==> config.mk <==
export PLATFORM = sky130hd
export DESIGN_NAME = load_store_unit
export DESIGN_NICKNAME = d
export VERILOG_FILES = /design/src/rtl/lsu_pkg.sv /design/src/rtl/lsu_load_align.sv /design/src/rtl/load_store_unit.sv
export SDC_FILE = /design/constraint.sdc
export NUM_CORES = 1
export LEC_CHECK = 0
export ABC_AREA = 0
export BUFFER_PORTS_ARGS = -buffer_cell sky130_fd_sc_hd__buf_2
export CORE_MARGIN = 2
export CORE_UTILIZATION = 40
export DETAILED_ROUTE_END_ITERATION = 7
export GPL_ROUTABILITY_DRIVEN = 1
export GPL_TIMING_DRIVEN = 0
export PLACE_DENSITY = 0.7
export SLEW_MARGIN = 20
export SYNTH_ARGS = -nofsm -noshare
export SYNTH_HDL_FRONTEND = slang
export SYNTH_HIERARCHICAL = 1
export SYNTH_SLANG_ARGS = --single-unit
==> constraint.sdc <==
create_clock -name clock -period 5.1 [get_ports clock]
set_clock_uncertainty 0.2 [all_clocks]
set_input_delay 1.275 -clock clock [delete_from_list [all_inputs] [get_ports clock]]
set_output_delay 1.275 -clock clock [all_outputs]
set_load 0.01 [all_outputs]
==> src/rtl/lsu_pkg.sv <==
// Shared types and constants for the load/store unit.
// Contents: FSM state encoding, access-size encodings, default memory geometry.
// No ports; imported by load_store_unit and lsu_load_align.
package lsu_pkg;

  typedef enum logic [1:0] {
    IDLE   = 2'd0,
    ACCESS = 2'd1,
    RESP   = 2'd2
  } state_t;

  localparam logic SIZE_BYTE = 1'b0;
  localparam logic SIZE_WORD = 1'b1;

  localparam int MEM_WORDS_DEFAULT = 11040;
  localparam int MEM_BYTES         = MEM_WORDS_DEFAULT * 4;

endpackage

==> src/rtl/lsu_load_align.sv <==
// Load data alignment: picks the addressed byte lane out of the memory word and
// sign/zero-extends it, or passes the whole word through for word loads.
// Ports: word_i (raw memory word), size_i, uns_i, lane_i (addr[1:0]) -> data_o.
module lsu_load_align
  import lsu_pkg::*;
#(
  parameter int DATA_W = 32
) (
  input  logic [DATA_W-1:0] word_i,
  input  logic              size_i,
  input  logic              uns_i,
  input  logic [1:0]        lane_i,
  output logic [DATA_W-1:0] data_o
);

  logic [7:0] byte_v;
  logic       fill_v;

  always_comb begin
    byte_v = word_i[8*lane_i +: 8];
    fill_v = uns_i ? 1'b0 : byte_v[7];
    data_o = word_i;
    if (size_i == SIZE_BYTE) begin
      data_o = {{(DATA_W-8){fill_v}}, byte_v};
    end
  end

endmodule

==> src/rtl/load_store_unit.sv <==
// Load/store unit: sole initiator on the data-memory (memoria) port. Accepts one
// request in IDLE, drives memoria for one ACCESS cycle, then holds the response in
// RESP until rsp_ready. Ports: clock/reset, req_* (execute side), rsp_* (result),
// mem_* (memoria), cnt_loads/cnt_stores (saturating completion counters).
// Build option: MISALIGN_TRAP_EN makes misaligned word accesses return rsp_err.
module load_store_unit
  import lsu_pkg::*;
#(
  parameter int ADDR_W    = 32,
  parameter int DATA_W    = 32,
  parameter int MEM_WORDS = MEM_WORDS_DEFAULT,
  parameter int CNT_W     = 16
) (
  input  logic              clock,
  input  logic              reset,
  input  logic              req_valid,
  output logic              req_ready,
  input  logic              req_we,
  input  logic              req_size,
  input  logic              req_uns,
  input  logic [ADDR_W-1:0] req_addr,
  input  logic [DATA_W-1:0] req_wdata,
  output logic              rsp_valid,
  input  logic              rsp_ready,
  output logic [DATA_W-1:0] rsp_rdata,
  output logic              rsp_err,
  output logic [ADDR_W-1:0] mem_dir,
  output logic              mem_width,
  output logic              mem_wen,
  output logic [DATA_W-1:0] mem_in,
  input  logic [DATA_W-1:0] mem_out,
  output logic [CNT_W-1:0]  cnt_loads,
  output logic [CNT_W-1:0]  cnt_stores
);

  localparam longint unsigned MEM_LIMIT_L = longint'(MEM_WORDS) * 4;
  localparam logic [ADDR_W:0] MEM_LIMIT   = (ADDR_W+1)'(MEM_LIMIT_L);

  state_t state_q, state_d;

  logic              req_we_q, req_size_q, req_uns_q, req_err_q;
  logic [1:0]        req_lane_q;
  logic [ADDR_W-1:0] mem_dir_q;
  logic              mem_width_q;
  logic [DATA_W-1:0] mem_in_q;
  logic [DATA_W-1:0] rsp_rdata_q;
  logic              rsp_err_q;
  logic [CNT_W-1:0]  cnt_loads_q, cnt_stores_q;

  logic              accept;
  logic [ADDR_W-1:0] addr_eff;
  logic              err_d;
  logic [DATA_W-1:0] load_data;

  // Word accesses always target the containing word; low address bits only
  // matter for byte lanes (and for the optional misalignment trap).
  assign addr_eff = (req_size == SIZE_WORD) ? {req_addr[ADDR_W-1:2], 2'b00} : req_addr;

  always_comb begin
    err_d = ({1'b0, addr_eff} >= MEM_LIMIT);
`ifdef MISALIGN_TRAP_EN
    if ((req_size == SIZE_WORD) && (req_addr[1:0] != 2'b00)) begin
      err_d = 1'b1;
    end
`endif
  end

  always_comb begin
    state_d   = state_q;
    req_ready = (state_q == IDLE);
    rsp_valid = (state_q == RESP);
    // Derived from the state register so reset kills a write strobe immediately.
    mem_wen   = (state_q == ACCESS) && req_we_q && !req_err_q;
    accept    = 1'b0;
    case (state_q)
      IDLE: begin
        if (req_valid) begin
          accept  = 1'b1;
          state_d = ACCESS;
        end
      end
      ACCESS:  state_d = RESP;
      RESP:    if (rsp_ready) state_d = IDLE;
      default: state_d = IDLE;
    endcase
  end

  lsu_load_align #(.DATA_W(DATA_W)) u_align (
    .word_i (mem_out),
    .size_i (req_size_q),
    .uns_i  (req_uns_q),
    .lane_i (req_lane_q),
    .data_o (load_data)
  );

  always_ff @(posedge clock or posedge reset) begin
    if (reset) begin
      state_q      <= IDLE;
      req_we_q     <= 1'b0;
      req_size_q   <= SIZE_BYTE;
      req_uns_q    <= 1'b0;
      req_err_q    <= 1'b0;
      req_lane_q   <= 2'b00;
      mem_dir_q    <= '0;
      mem_width_q  <= 1'b0;
      mem_in_q     <= '0;
      rsp_rdata_q  <= '0;
      rsp_err_q    <= 1'b0;
      cnt_loads_q  <= '0;
      cnt_stores_q <= '0;
    end else begin
      state_q <= state_d;
      // mem_* registers load on accept so they are valid throughout ACCESS and
      // simply hold afterwards.
      if (accept) begin
        req_we_q    <= req_we;
        req_size_q  <= req_size;
        req_uns_q   <= req_uns;
        req_err_q   <= err_d;
        req_lane_q  <= req_addr[1:0];
        mem_dir_q   <= addr_eff;
        mem_width_q <= req_size;
        mem_in_q    <= (req_size == SIZE_WORD) ? req_wdata
                                               : {{(DATA_W-8){1'b0}}, req_wdata[7:0]};
      end
      if (state_q == ACCESS) begin
        rsp_rdata_q <= (req_we_q || req_err_q) ? '0 : load_data;
        rsp_err_q   <= req_err_q;
      end
      if ((state_q == RESP) && rsp_ready && !req_err_q) begin
        if (req_we_q) begin
          if (cnt_stores_q != '1) cnt_stores_q <= cnt_stores_q + 1'b1;
        end else begin
          if (cnt_loads_q != '1) cnt_loads_q <= cnt_loads_q + 1'b1;
        end
      end
    end
  end

  assign mem_dir    = mem_dir_q;
  assign mem_width  = mem_width_q;
  assign mem_in     = mem_in_q;
  assign rsp_rdata  = rsp_rdata_q;
  assign rsp_err    = rsp_err_q;
  assign cnt_loads  = cnt_loads_q;
  assign cnt_stores = cnt_stores_q;

endmodule
Word level (Yosys, flattened, before mapping)
Index checks and enable logic that the tools add are counted.
Operators by class
  reductions and logical operators: 10
  $lt $le $gt $ge: 1
  bitwise logic cells: 1
  muxes and demuxes: 10
  equality and inequality tests: 6
  add/sub/neg operators: 2
  shift-type cells: 1
Operator list (count)
  2-to-1 mux 32 bit: 3
  adder 16 x 1 -> 16 bit (second input constant): 2
  greater-or-equal comparator 32 x 16 -> 1 bit (second input constant): 1
  != test 16 bit (second input constant): 2
  indexed part select 32 x 6 -> 8 bit: 1
  2-to-1 mux 2 bit: 3
  one-hot mux 2 bit (3 select lines): 1
  AND reduction 3 bit: 2
  logical AND 1 bit: 4
  2-to-1 mux 1 bit: 3
  == test 2 x 1 -> 1 bit (second input constant): 1
  == test 2 bit (second input constant): 1
  zero test 2 bit: 1
  != test 2 x 1 -> 1 bit (second input constant): 1
  != test 2 bit (second input constant): 1
  AND reduction 2 bit: 1
  zero test 1 bit: 1
  logical OR 1 bit: 1
  inverter 1 bit: 1
Storage, ports and cells
  word-level logic and storage cells: 43
  bits in registers: 137
  output and inout bits: 133

Depth between registers and ports, before layout
Gate-level depths: netlist of the first run.
  depth in word-level cells: 4
  gate-level depth with buffers: 7
  depth with buffers taken out: 5

Modules after synthesis
The synthesis of the first run kept the hierarchy.
By module, submodules not included
  load_store_unit: instances 1, cells an instance 534, seq. area each 3428.3 um^2, area each 5709.2 um^2
  lsu_load_align: instances 1, cells an instance 81, seq. area each 0.0 um^2, area each 601.8 um^2

Worst setup path before layout of the first run
Ideal clock, no wire load.
  path kind: flip-flop to output port
  start: register state_q[1]
  end: output mem_wen
  arrival: 1268 ps
  stages on the path, launching flop included: 5
  data required time: 3625 ps
  slack: 2357 ps
  path through: dfrtp_1 -> nand2b_1 -> clkbuf_1 -> clkbuf_1 -> nor3b_1
On the way
  cells in the longest elaborated chain, start to end: 3
RTL lines
  start: declaration: RTL line load_store_unit.sv:39  | state_t state_q, state_d;
  start signal: assignment: RTL line load_store_unit.sv:112  | state_q <= state_d;
  == test 2 x 1 -> 1 bit: RTL line load_store_unit.sv:73  | mem_wen = (state_q == ACCESS) && req_we_q && !req_err_q;
  logical AND 1 bit (2 in a row): RTL line load_store_unit.sv:73
  end: declaration: RTL line load_store_unit.sv:29  | output logic mem_wen,
Every way passes these cells.

Final worst setup path of the first run
Ends and elaborated chain as after synthesis.

==> reports/results.txt, run 1 <==
vias post-DR = 5468
number of ports placed on the die boundary = 236
antenna violations before repair = 1
Die Span X = 129.6 um
total wire length after detailed routing = 17.19 mm
Warnings, synthesis = 6
fraction of synthesis flops using an asynchronous set or reset pin = 1.000
endpoint kind of the worst setup timing path = primary output
Register-to-Register Path Depth = 7
overflow left after global routing = 0
Sequential cell area = 3428 um2
transition time at the pin with the least slew margin = 0.6751 ns
global routing's busiest layer = met2
clock insertion delay at the later pin of the skew report = 0.41 ns
achievable clock frequency = 0.2865 GHz
clock buffer count from CTS = 17
routing usage on met2 = 0.3298
total number of clock tree sinks = 137
routed length per placed instance = 15.68 um
setup violation total in the final timing report = 0
Synth Cell Area = 6311 um2
fraction of the yosys area taken by sequential cells = 0.5432
worst setup margin = 1.610 ns
reg2reg start = state_q[0]$_DFFE_PP0P_
Placeable Area = 15310 um2
list of cells traversed by the critical path = nand2b_1 -> clkbuf_1 -> clkbuf_1 -> nor3b_1 -> buf_2
ant diodes = 0
fillcell total = 1405
reg-to-reg critical path endpoint = mem_dir[12]$_DFFE_PP0P_
number of instances resized during post-cts repair = 0
met3 demand-to-capacity share in global routing = 0.05409
tightest slew margin relative to the limit = 0.5490
Die Area = 16800 um2
count of final hold-check violations = 0
multi-input logic area = 2680 um2
First-pass DRT Iterations = 5
final cycle utilization of the critical path = 0.6843
Min-Delay Startpoint = mem_in[9]$_DFFE_PP0P_
initial DRC count = 340
layout overhead on the synthesized area = 33.15%
reg-to-reg slack, setup = 2.99 ns
ratio of routed vias to standard cells = 4.989
effective utilization at floorplan = 0.4121
drt drc = 0
IR Drop Worst-Case VDD = 0.2798 mV
Max H-tree Level = 4
placement-stage cell area = 7830 um2
Final Wtd Congestion = 0.8348
post-synthesis register bit count = 137
clock-pin slew on the worst setup and hold paths = 0.06 ns
vias in the first global route = 5356
CTS tree = built
# port buffers = 234
fin. max-slew vios = 0
number of nets still failing antenna checks after routing = 0
minimum clock period = 3.490 ns
standard-cell rows = 45
type of origin of the critical path = flop
global-route wire length before repair = 27.39 mm
cell type with the highest occurrence count on the critical path = sky130_fd_sc_hd__clkbuf_1
largest driver fanout on the critical path = 10
number of max-cap violations = 0
count of distinct cell types in the synthesized netlist = 55
Post-synth EDFFs = 0
pin count of the biggest net entering global routing = 32
depth of the worst hold-timing path = 2
fin nets = 977
result of the run = finished, final reports clean
setup repair after global routing missed its margin = false
critical setup path kind = reg2out
Worst Path Required = 3.62 ns
leakage dissipation = 4.621 nW
die height = 129.6 um
slowest CP cell = sky130_fd_sc_hd__clkbuf_1
average size of a mapped cell = 10.26 um2
Worst Hold Path EP = mem_in[9]$_DFFE_PP0P_
fraction of final layout cells sized beyond drive strength 1 = 0.3582
post-CTS setup-driven buffer insertion count = 0
class of the tightest hold or removal check = reg2reg
largest incremental delay on the critical path = 0.41 ns
post-layout instance area = 8403 um2
estimated wirelength of the detail-placed design = 12.98 mm
Post-CTS Hold Buffers = 0
overall routing resource usage = 0.2084
worst setup timing slack at the placement stage = 2.057 ns
endpoint arrival time on the critical path = 2.02 ns
Post-Syn Nets = 720
GR met1 Demand/Resource = 0.2745
clock root cell = sky130_fd_sc_hd__clkbuf_16
Fin Setup TNS = 0 ns
power per unit of standard cell area = 483.2 nW/um2
most instantiated flip-flop cell in the synthesis netlist = sky130_fd_sc_hd__dfrtp_1
synthesized instance count = 615
maximum number of buffers from clock root to sink = 2
==> power breakdown <==
group	total, mW	internal [mW]	switching, mW
sequential	1.52	1.35	0.172
combinational	1.36	0.542	0.820
clock	1.17	0.699	0.475
total	4.06	2.59	1.47
==> kinds of logic (layout without fill, tap and decap cells) <==
group                      after synthesis  in the layout  synth area share
DFF                                    137            137            0.5432
muxes                                   13             13           0.02280
and+or+nand+nor                        290            290            0.2212
buffers and inverters                   42            312           0.03211
AOI/OAI and AO/OA                      102            102            0.1364
xor gates and xnor gates                29             29           0.04025
adders and majority gates                2              2          0.003964
==> stage by stage <==
step / power, mW / hold WS [ns] / util / cells
6_report: 4.060 / 0.2600 / 0.5487 / 1096
5_1_grt: 4.339 / 0.2778 / 0.5487 / 1096
4_1_cts: 4.110 / 0.2636 / 0.5487 / 1096
3_5_place_dp: 2.910 / 0.2500 / 0.5113 / 1064
3_3_place_gp: 2.882 / 0.2464 / 0.5060 / 1060
2_1_floorplan: 2.360 / 0.2684 / - / 615
==> layout make-up <==
| class | instances | area share |
|---|---|---|
| plain buffers | 38 | 0.02233 |
| clock buffers | 19 | 0.05390 |
| clock inverters | 13 | 0.01429 |
| inverters | 4 | 0.002233 |
| multi-input cells | 436 | 0.3189 |
| flip-flops and latches | 137 | 0.4080 |
| well taps | 211 | 0.03142 |
| repair buffers | 238 | 0.1489 |
==> state kept, by name (all words and copies together) (netlist names) <==
name        flops
mem_width       1
mem_dir        32
req_err_q       1
req_lane_q      2
cnt_stores     16
cnt_loads      16
rsp_rdata      32
state_q         2
rsp_err         1
mem_in         32
req_we_q        1
req_uns_q       1
==> synth_stat cells (5+ instances only) <==
| library cell | instances | area share |
|---|---|---|
| sky130_fd_sc_hd__nor2_1 | 7 | 0.0042 |
| sky130_fd_sc_hd__xor2_1 | 15 | 0.021 |
| sky130_fd_sc_hd__nor2b_1 | 8 | 0.0079 |
| sky130_fd_sc_hd__clkbuf_1 | 22 | 0.013 |
| sky130_fd_sc_hd__nand4_1 | 10 | 0.0099 |
| sky130_fd_sc_hd__a21o_1 | 20 | 0.024 |
| sky130_fd_sc_hd__nor3_1 | 5 | 0.0040 |
| sky130_fd_sc_hd__buf_2 | 5 | 0.0040 |
| sky130_fd_sc_hd__nor4_1 | 5 | 0.0050 |
| sky130_fd_sc_hd__a22oi_1 | 7 | 0.0083 |
| sky130_fd_sc_hd__o21ai_0 | 11 | 0.0087 |
| sky130_fd_sc_hd__nand3_1 | 34 | 0.027 |
| sky130_fd_sc_hd__mux2_2 | 9 | 0.016 |
| sky130_fd_sc_hd__nand2_1 | 187 | 0.11 |
| sky130_fd_sc_hd__a22o_1 | 32 | 0.044 |
| sky130_fd_sc_hd__dfrtp_1 | 137 | 0.54 |
| sky130_fd_sc_hd__a21oi_1 | 9 | 0.0071 |
| sky130_fd_sc_hd__xnor2_1 | 14 | 0.019 |
==> worst max path at each step <==
stage,start,endpoint,depth (start not counted),slack (ns)
after global placement,reset,mem_in[15]$_DFFE_PP0P_,2,0.97
after detailed placement,state_q[1]$_DFFE_PP0P_,mem_wen,5,2.06
after CTS,state_q[1]$_DFFE_PP0P_,mem_wen,5,1.60
after global routing,state_q[1]$_DFFE_PP0P_,mem_wen,5,1.50
final,state_q[1]$_DFFE_PP0P_,mem_wen,5,1.61
after floorplan,reset,cnt_loads[0]$_DFFE_PP0P_,1,1.92
==> worst max-delay path: cells and delay by family, from the launching register on <==
kind                   cells  cell delay, ns
buffers and inverters      3            0.98
flip-flops                 1            0.40
AND/OR/NAND/NOR            2            0.22
==> placed cells by master (no fill, tap or decap), types with 5 or more instances in the layout <==
cell / netlist / layout
sky130_fd_sc_hd__o21ai_0: 11 / 11
sky130_fd_sc_hd__nor3_1: 5 / 5
sky130_fd_sc_hd__nor4_1: 5 / 5
sky130_fd_sc_hd__nor2_1: 7 / 7
sky130_fd_sc_hd__xor2_1: 15 / 15
sky130_fd_sc_hd__clkbuf_16: 0 / 17
sky130_fd_sc_hd__nand3_1: 34 / 34
sky130_fd_sc_hd__clkbuf_1: 22 / 22
sky130_fd_sc_hd__mux2_2: 9 / 9
sky130_fd_sc_hd__xnor2_1: 14 / 14
sky130_fd_sc_hd__dfrtp_1: 137 / 137
sky130_fd_sc_hd__nand4_1: 10 / 10
sky130_fd_sc_hd__a21o_1: 20 / 20
sky130_fd_sc_hd__nor2b_1: 8 / 8
sky130_fd_sc_hd__buf_2: 5 / 239
sky130_fd_sc_hd__a22o_1: 32 / 32
sky130_fd_sc_hd__a22oi_1: 7 / 7
sky130_fd_sc_hd__a21oi_1: 9 / 9
sky130_fd_sc_hd__nand2_1: 187 / 187
==> layer usage <==
layer  share of wire  vias to the layer above  wire length [um]
met3           0.066                       32              1129
li1                -                     2639                 -
met1            0.44                     2586              7603
met2            0.47                      209              8045
met5         0.00041                        -                 7
met4           0.023                        2               400
No activity file was read; power rests on OpenSTA's default activity.
==> run 2: changes to the inputs <==
Settings changed: ABC_AREA 0 to 1, PLACE_DENSITY 0.7 to 0.69.
Clock period 5.1 ns to 3.21 ns, I/O delays scaled along.
==> run 2 against run 1 <==
  * Non-clock buffer count is 2 higher
  * Utilization decreased by 1.4 points
  * Sequential share of layout area is 1.6 points lower
  * Synthesized cell count increased by 34%
  * Worst setup slack got worse by 1.1 ns
  * Sequential power is 84% higher
  * Register-to-register slack worse by 1.8 ns
  * Hold slack improved by 0.018 ns
  * Critical endpoint unchanged
  * Final cell count rose by 20%
==> reports/results.txt, run 2 <==
maximum number of buffers from clock root to sink = 2 (unchanged)
antenna violations before repair = 0 (-1)
Warnings, synthesis = 6 (unchanged)
CTS tree = built
leakage dissipation = 4.738 nW (+2.5%)
number of nets still failing antenna checks after routing = 0 (unchanged)
fin nets = 1184 (+21%)
fraction of post-synthesis cell area in the top cell type by area = 0.5183 (-0.02497)
most instantiated flip-flop cell in the synthesis netlist = sky130_fd_sc_hd__dfrtp_1
effective utilization at floorplan = 0.4046 (-0.007454)
achievable clock frequency = 0.3667 GHz
Post-CTS Hold Buffers = 0 (unchanged)
ratio of routed vias to standard cells = 4.834 (-3.1%)
overflow left after global routing = 0 (unchanged)
clock buffer count from CTS = 17 (unchanged)
Fin Setup TNS = 0 ns (unchanged)
Yosys top cell by area = sky130_fd_sc_hd__dfrtp_1
top cells by area in the synthesized netlist = sky130_fd_sc_hd__dfrtp_1 52%, sky130_fd_sc_hd__nand2_1 20%, sky130_fd_sc_hd__o21ai_0 5.6%, sky130_fd_sc_hd__a32o_1 4.8%, sky130_fd_sc_hd__inv_1 2.8%
routed length per placed instance = 14.25 um (-9.1%)
standard-cell rows = 47 (+4.4%)
clock-pin slew on the worst setup and hold paths = 0.06 ns (about the same)
most common library cell in the layout ignoring fill and taps = sky130_fd_sc_hd__nand2_1
clock insertion delay at the later pin of the skew report = 0.41 ns (about the same)
total number of clock tree sinks = 137 (unchanged)
Placeable Area = 16350 um2 (+6.7%)
fraction of final layout cells sized beyond drive strength 1 = 0.2869 (-0.07130)
initial DRC count = 308 (-9.4%)
fin. max-slew vios = 0 (unchanged)
transition time at the pin with the least slew margin = 0.7091 ns (+0.03397 ns)
post-synthesis register bit count = 137 (unchanged)
final core area utilization = 0.5347 (-0.01395)
commonest cells after routing, fill and taps aside = 361 x sky130_fd_sc_hd__nand2_1, 244 x sky130_fd_sc_hd__buf_2, 137 x sky130_fd_sc_hd__dfrtp_1
depth of the worst hold-timing path = 2 (unchanged)
Post-Syn Nets = 927 (+29%)
global-route wire length before repair = 31.12 mm (+14%)
endpoint arrival time on the critical path = 1.72 ns (-0.30 ns)
die height = 132.6 um (+2.3%)
Post-synth EDFFs = 0 (unchanged)
average size of a mapped cell = 8.048 um2 (-22%)
ant diodes = 0 (unchanged)
Register-to-Register Path Depth = 9 (+2)
reg-to-reg critical path endpoint = cnt_stores[8]$_DFFE_PP0P_
largest driver fanout on the critical path = 10 (unchanged)
post-CTS setup-driven buffer insertion count = 0 (unchanged)
result of the run = finished, final reports clean
Die Span X = 132.6 um (+2.3%)
layout overhead on the synthesized area = 32.15%
fraction of the yosys area taken by sequential cells = 0.5183 (-0.02497)
final cycle utilization of the critical path = 0.8497
number of instances resized during post-cts repair = 0 (unchanged)
hold slack = 0.2778 ns (+0.01783 ns)
synthesized instance count = 822 (+34%)
total wire length after detailed routing = 18.68 mm (+8.7%)
vias in the first global route = 6125 (+14%)
Design Power = 7.573 mW (+87%)
worst setup timing slack at the placement stage = 0.8901 ns (-1.167 ns)
vias post-DR = 6337 (+16%)
pin count of the biggest net entering global routing = 35 (+9.4%)
Worst Hold Path EP = mem_dir[12]$_DFFE_PP0P_
setup violation total in the final timing report = 0 (unchanged)
IR Drop Worst-Case VDD = 0.3794 mV (+36%)
First-pass DRT Iterations = 5 (unchanged)
tightest slew margin relative to the limit = 0.5263 (-0.02270)
class of the tightest hold or removal check = reg2reg
overall routing resource usage = 0.2205 (+0.01207)
critical setup path kind = reg2out
Synth Cell Area = 6615 um2 (+4.8%)
setup repair after global routing missed its margin = false
Max H-tree Level = 4 (unchanged)
count of distinct cell types in the synthesized netlist = 30 (-45%)
type of origin of the critical path = flop
most frequent cells after synthesis = 361 x sky130_fd_sc_hd__nand2_1, 137 x sky130_fd_sc_hd__dfrtp_1, 74 x sky130_fd_sc_hd__o21ai_0
number of max-cap violations = 0 (unchanged)
number of ports placed on the die boundary = 236 (unchanged)
Worst Path Required = 2.21 ns (-1.41 ns)
clock root cell = sky130_fd_sc_hd__clkbuf_16
worst setup margin = 0.4826 ns (-1.127 ns)
# port buffers = 234 (unchanged)
fraction of synthesis flops using an asynchronous set or reset pin = 1.000 (unchanged)
count of final hold-check violations = 0 (unchanged)
endpoint kind of the worst setup timing path = primary output
Final Wtd Congestion = 0.8881 (+6.4%)
Die Area = 17580 um2 (+4.7%)
minimum clock period = 2.727 ns
power per unit of standard cell area = 866.2 nW/um2 (+79%)
drt drc = 0 (unchanged)
estimated wirelength of the detail-placed design = 14.36 mm (+11%)
fillcell total = 1599 (+14%)
Min-Delay Startpoint = mem_dir[12]$_DFFE_PP0P_
most common cell in the synthesized netlist = sky130_fd_sc_hd__nand2_1
reg-to-reg slack, setup = 1.15 ns (-1.84 ns)
reg2reg start = cnt_stores[0]$_DFFE_PP0P_
[run 2: per-layer routing]
| layer | track usage | routed length, um |
|---|---|---|
| met1 | 0.2922 | 8285 |
| met2 | 0.3532 | 8881 |
| met3 | 0.05977 | 1192 |
| met4 | 0.06989 | 323 |
| met5 | 0 | 0 |
[run 2: worst max path at each step]
stage	from	endpoint	slack [ns]	depth (start not counted)
2_1_floorplan	reset	cnt_loads[0]$_DFFE_PP0P_	0.50	1
3_3_place_gp	reset	rsp_rdata[15]$_DFFE_PP0N_	-0.48	2
3_5_place_dp	state_q[1]$_DFFE_PP0P_	mem_wen	0.89	5
4_1_cts	state_q[1]$_DFFE_PP0P_	mem_wen	0.45	5
5_1_grt	state_q[1]$_DFFE_PP0P_	mem_wen	0.28	5
6_report	state_q[1]$_DFFE_PP0P_	mem_wen	0.48	5
[run 2: final cells by class]
class,instances,area [um2],share of cell area
flip-flops and latches,137,3428,0.3922
repair buffers,238,1259,0.1440
well taps,220,275.3,0.03149
clock buffers,20,466.7,0.05338
clock inverters,11,122.6,0.01403
multi-input cells,589,2763,0.3160
inverters,56,216.5,0.02476
plain buffers,40,211.5,0.02419
[run 2: cells by family after synthesis]
kind of cell | after synthesis | synth area share
buffers and inverters | 96 | 0.06412
AOI/OAI and AO/OA | 112 | 0.1137
and+or+nand+nor | 461 | 0.2816
xor gates and xnor gates | 14 | 0.01854
adders and majority gates | 2 | 0.003782
DFF | 137 | 0.5183
[run 2: through the flow]
stage | instances | instance area (um2)
final | 1311 | 8742
after global routing | 1311 | 8742
after CTS | 1311 | 8742
after detailed placement | 1280 | 8153
after global placement | 1276 | 8065
after floorplan | 822 | 6619
[run 2: worst max-delay path: stages (launching register included)]
cell and delay, ns:
sky130_fd_sc_hd__dfrtp_1 0.36, sky130_fd_sc_hd__inv_1 0.06, sky130_fd_sc_hd__nand2_1 0.26, sky130_fd_sc_hd__clkbuf_1 0.39, sky130_fd_sc_hd__nor3_1 0.09, sky130_fd_sc_hd__buf_2 0.17
[run 2: where the power goes]
| part | switching (mW) | internal, mW |
|---|---|---|
| Combinational | 1.74 | 1.10 |
| Clock | 0.744 | 1.20 |
| Sequential | 0.406 | 2.38 |
| Total | 2.89 | 4.68 |
==> run 3: changes to the inputs <==
Settings changed: PLACE_DENSITY 0.69 to 0.67.
Clock period 3.21 ns to 2.52 ns, I/O delays scaled along.
==> run 3 against run 2 <==
  * Combinational power up 28%
  * Routed wire length increased by 0.96%
  * Critical path type unchanged
  * Utilization grew 0.39 points
  * Die area did not move
  * Sequential cell count is the same
  * Largest power group unchanged
  * Critical path depth unchanged
  * Power rose by 29%
  * Highest routed layer unchanged
==> reports/results.txt, run 3 (synthesized netlist as in run 2, its figures left out) <==
clock insertion delay at the later pin of the skew report = 0.42 ns (about the same)
effective utilization at floorplan = 0.4046 (unchanged)
CTS tree = built
critical path buffer and inverter count = 3 (unchanged)
ratio of routed vias to standard cells = 4.830 (about the same)
multi-input logic area = 2765 um2 (about the same)
largest driver fanout on the critical path = 10 (unchanged)
reg-to-reg critical path endpoint = cnt_stores[10]$_DFFE_PP0P_
critical setup path kind = reg2out
total wire length after detailed routing = 18.86 mm (+0.96%)
layout overhead on the synthesized area = 33.12%
post-CTS setup-driven buffer insertion count = 0 (unchanged)
power per unit of standard cell area = 1111 nW/um2 (+28%)
commonest cells after routing, fill and taps aside = 360 x sky130_fd_sc_hd__nand2_1, 245 x sky130_fd_sc_hd__buf_2, 137 x sky130_fd_sc_hd__dfrtp_1
crit path to = mem_wen
endpoint kind of the worst setup timing path = primary output
leakage dissipation = 4.770 nW (+0.68%)
placed cell count = 1281 (+0.078%)
transition time at the pin with the least slew margin = 0.5917 ns (-0.1174 ns)
worst setup timing slack at the placement stage = 0.3466 ns (-0.5435 ns)
slowest CP cell = sky130_fd_sc_hd__dfrtp_1
final cycle utilization of the critical path = 0.9538
kind of cell adding the most delay to the critical path = buffers and inverters
initial DRC count = 307 (-0.32%)
Register-to-Register Path Depth = 9 (unchanged)
clock buffer count from CTS = 17 (unchanged)
endpoint arrival time on the critical path = 1.57 ns (-0.15 ns)
minimum clock period = 2.404 ns
Worst Path Required = 1.69 ns (-0.52 ns)
launch point of the worst path = state_q[1]$_DFFE_PP0P_
pin count of the biggest net entering global routing = 31 (-11%)
fraction of final layout cells sized beyond drive strength 1 = 0.2907 (+0.003784)
final non-filler cell total = 1314 (+0.23%)
final core area utilization = 0.5387 (+0.003903)
most common library cell in the layout ignoring fill and taps = sky130_fd_sc_hd__nand2_1
First-pass DRT Iterations = 4 (-1)
IR Drop Worst-Case VDD = 0.4844 mV (+28%)
overall routing resource usage = 0.2201 (-0.0004028)
global-route wire length before repair = 30.84 mm (-0.89%)
Final Wtd Congestion = 0.8616 (-3.0%)
type of origin of the critical path = flop
Max H-tree Level = 4 (unchanged)
vias post-DR = 6346 (+0.14%)
reg-to-reg slack, setup = 0.44 ns (-0.71 ns)
vias in the first global route = 5989 (-2.2%)
fin nets = 1186 (+0.17%)
number of ports placed on the die boundary = 236 (unchanged)
setup violation total in the final timing report = 0 (unchanged)
fin. max-slew vios = 0 (unchanged)
die height = 132.6 um (unchanged)
drt drc = 0 (unchanged)
number of nets still failing antenna checks after routing = 0 (unchanged)
reg2reg start = cnt_stores[0]$_DFFE_PP0P_
tightest slew margin relative to the limit = 0.6056 (+0.07929)
setup repair after global routing missed its margin = false
clock root cell = sky130_fd_sc_hd__clkbuf_16
count of final hold-check violations = 0 (unchanged)
largest incremental delay on the critical path = 0.39 ns (about the same)
class of the tightest hold or removal check = in2reg
ant diodes = 0 (unchanged)
Die Span X = 132.6 um (unchanged)
result of the run = finished, final reports clean
achievable clock frequency = 0.4160 GHz
Stages on worst setup path = 5 (unchanged)
# port buffers = 234 (unchanged)
Die Area = 17580 um2 (unchanged)
Design Power = 9.786 mW (+29%)
maximum number of buffers from clock root to sink = 2 (unchanged)
routed length per placed instance = 14.35 um (+0.73%)
clock-pin slew on the worst setup and hold paths = 0.06 ns (about the same)
Placeable Area = 16350 um2 (unchanged)
worst setup margin = 0.1163 ns (-0.3663 ns)
total number of clock tree sinks = 137 (unchanged)
overflow left after global routing = 0 (unchanged)
standard-cell rows = 47 (unchanged)
number of max-cap violations = 0 (unchanged)
estimated wirelength of the detail-placed design = 14.44 mm (+0.58%)
list of cells traversed by the critical path = inv_1 -> nand2_2 -> clkbuf_4 -> nor3_1 -> buf_2
Sequential cell area = 3428 um2 (unchanged)
fillcell total = 1581 (-1.1%)
antenna violations before repair = 0 (unchanged)
==> run 3: per-layer routing <==
metal / track usage / vias to the layer above / wire [um]
met5: 0 / - / 0
met4: 0.06153 / 0 / 229
met3: 0.06284 / 21 / 1257
met2: 0.3495 / 215 / 8873
met1: 0.2958 / 2940 / 8500
li1: - / 3170 / -
==> run 3: worst min path at each step <==
| stage | from | end | slack [ns] | cells past startpoint |
|---|---|---|---|---|
| 2_1_floorplan | req_uns_q$_DFFE_PP0P_ | req_uns_q$_DFFE_PP0P_ | 0.25 | 2 |
| 3_3_place_gp | mem_dir[6]$_DFFE_PP0P_ | mem_dir[6]$_DFFE_PP0P_ | 0.26 | 2 |
| 3_5_place_dp | mem_in[7]$_DFFE_PP0P_ | mem_in[7]$_DFFE_PP0P_ | 0.26 | 2 |
| 4_1_cts | req_wdata[4] | mem_in[4]$_DFFE_PP0P_ | 0.19 | 3 |
| 5_1_grt | req_addr[4] | mem_dir[4]$_DFFE_PP0P_ | 0.20 | 3 |
| 6_report | req_wdata[4] | mem_in[4]$_DFFE_PP0P_ | 0.21 | 3 |
==> run 3: timing repair <==
| action | in CTS | in global routing |
|---|---|---|
| resized for setup | 2 | 4 |
| hold endpoints to repair | 11 | 0 |
| hold buffers | 1 | 0 |
| setup endpoints to repair | 1 | 1 |
==> run 3: power by group <==
| part | total [mW] | switching (mW) | internal (mW) | leakage [nW] |
|---|---|---|---|---|
| Clock | 2.61 | 1.03 | 1.58 | 0.293 |
| Sequential | 3.54 | 0.513 | 3.03 | 1.80 |
| Combinational | 3.63 | 2.22 | 1.41 | 2.68 |
| Total | 9.79 | 3.76 | 6.02 | 4.77 |
==> run 3: area by class of cell <==
cell class / count / share of cell area
Clock buffer: 17 / 0.04831
Buffer: 40 / 0.02458
Sequential cell: 137 / 0.3893
Tap cell: 220 / 0.03126
Clock inverter: 15 / 0.02160
Inverter: 56 / 0.02458
Timing Repair Buffer: 240 / 0.1463
Multi-Input combinational cell: 589 / 0.3140
==> run 3: worst reg2reg max path: cells and delay by family, from the launching register on <==
family          cells  cell delay [ns]
simple gates        4             0.37
compound gates      1             0.29
flops               1             0.45
buf+inv             3             0.34
fa+ha+maj           1             0.32
==> run 3: through the flow <==
step                instance area, um2  TNS, ns  hold WS (ns)
floorplan                         6619   -2.347        0.2488
global placement                  8065  -140.15        0.2589
detailed placement                8173        0        0.2604
CTS                               8802        0        0.1865
global route                      8806        0        0.1989
finish                            8806        0        0.2066
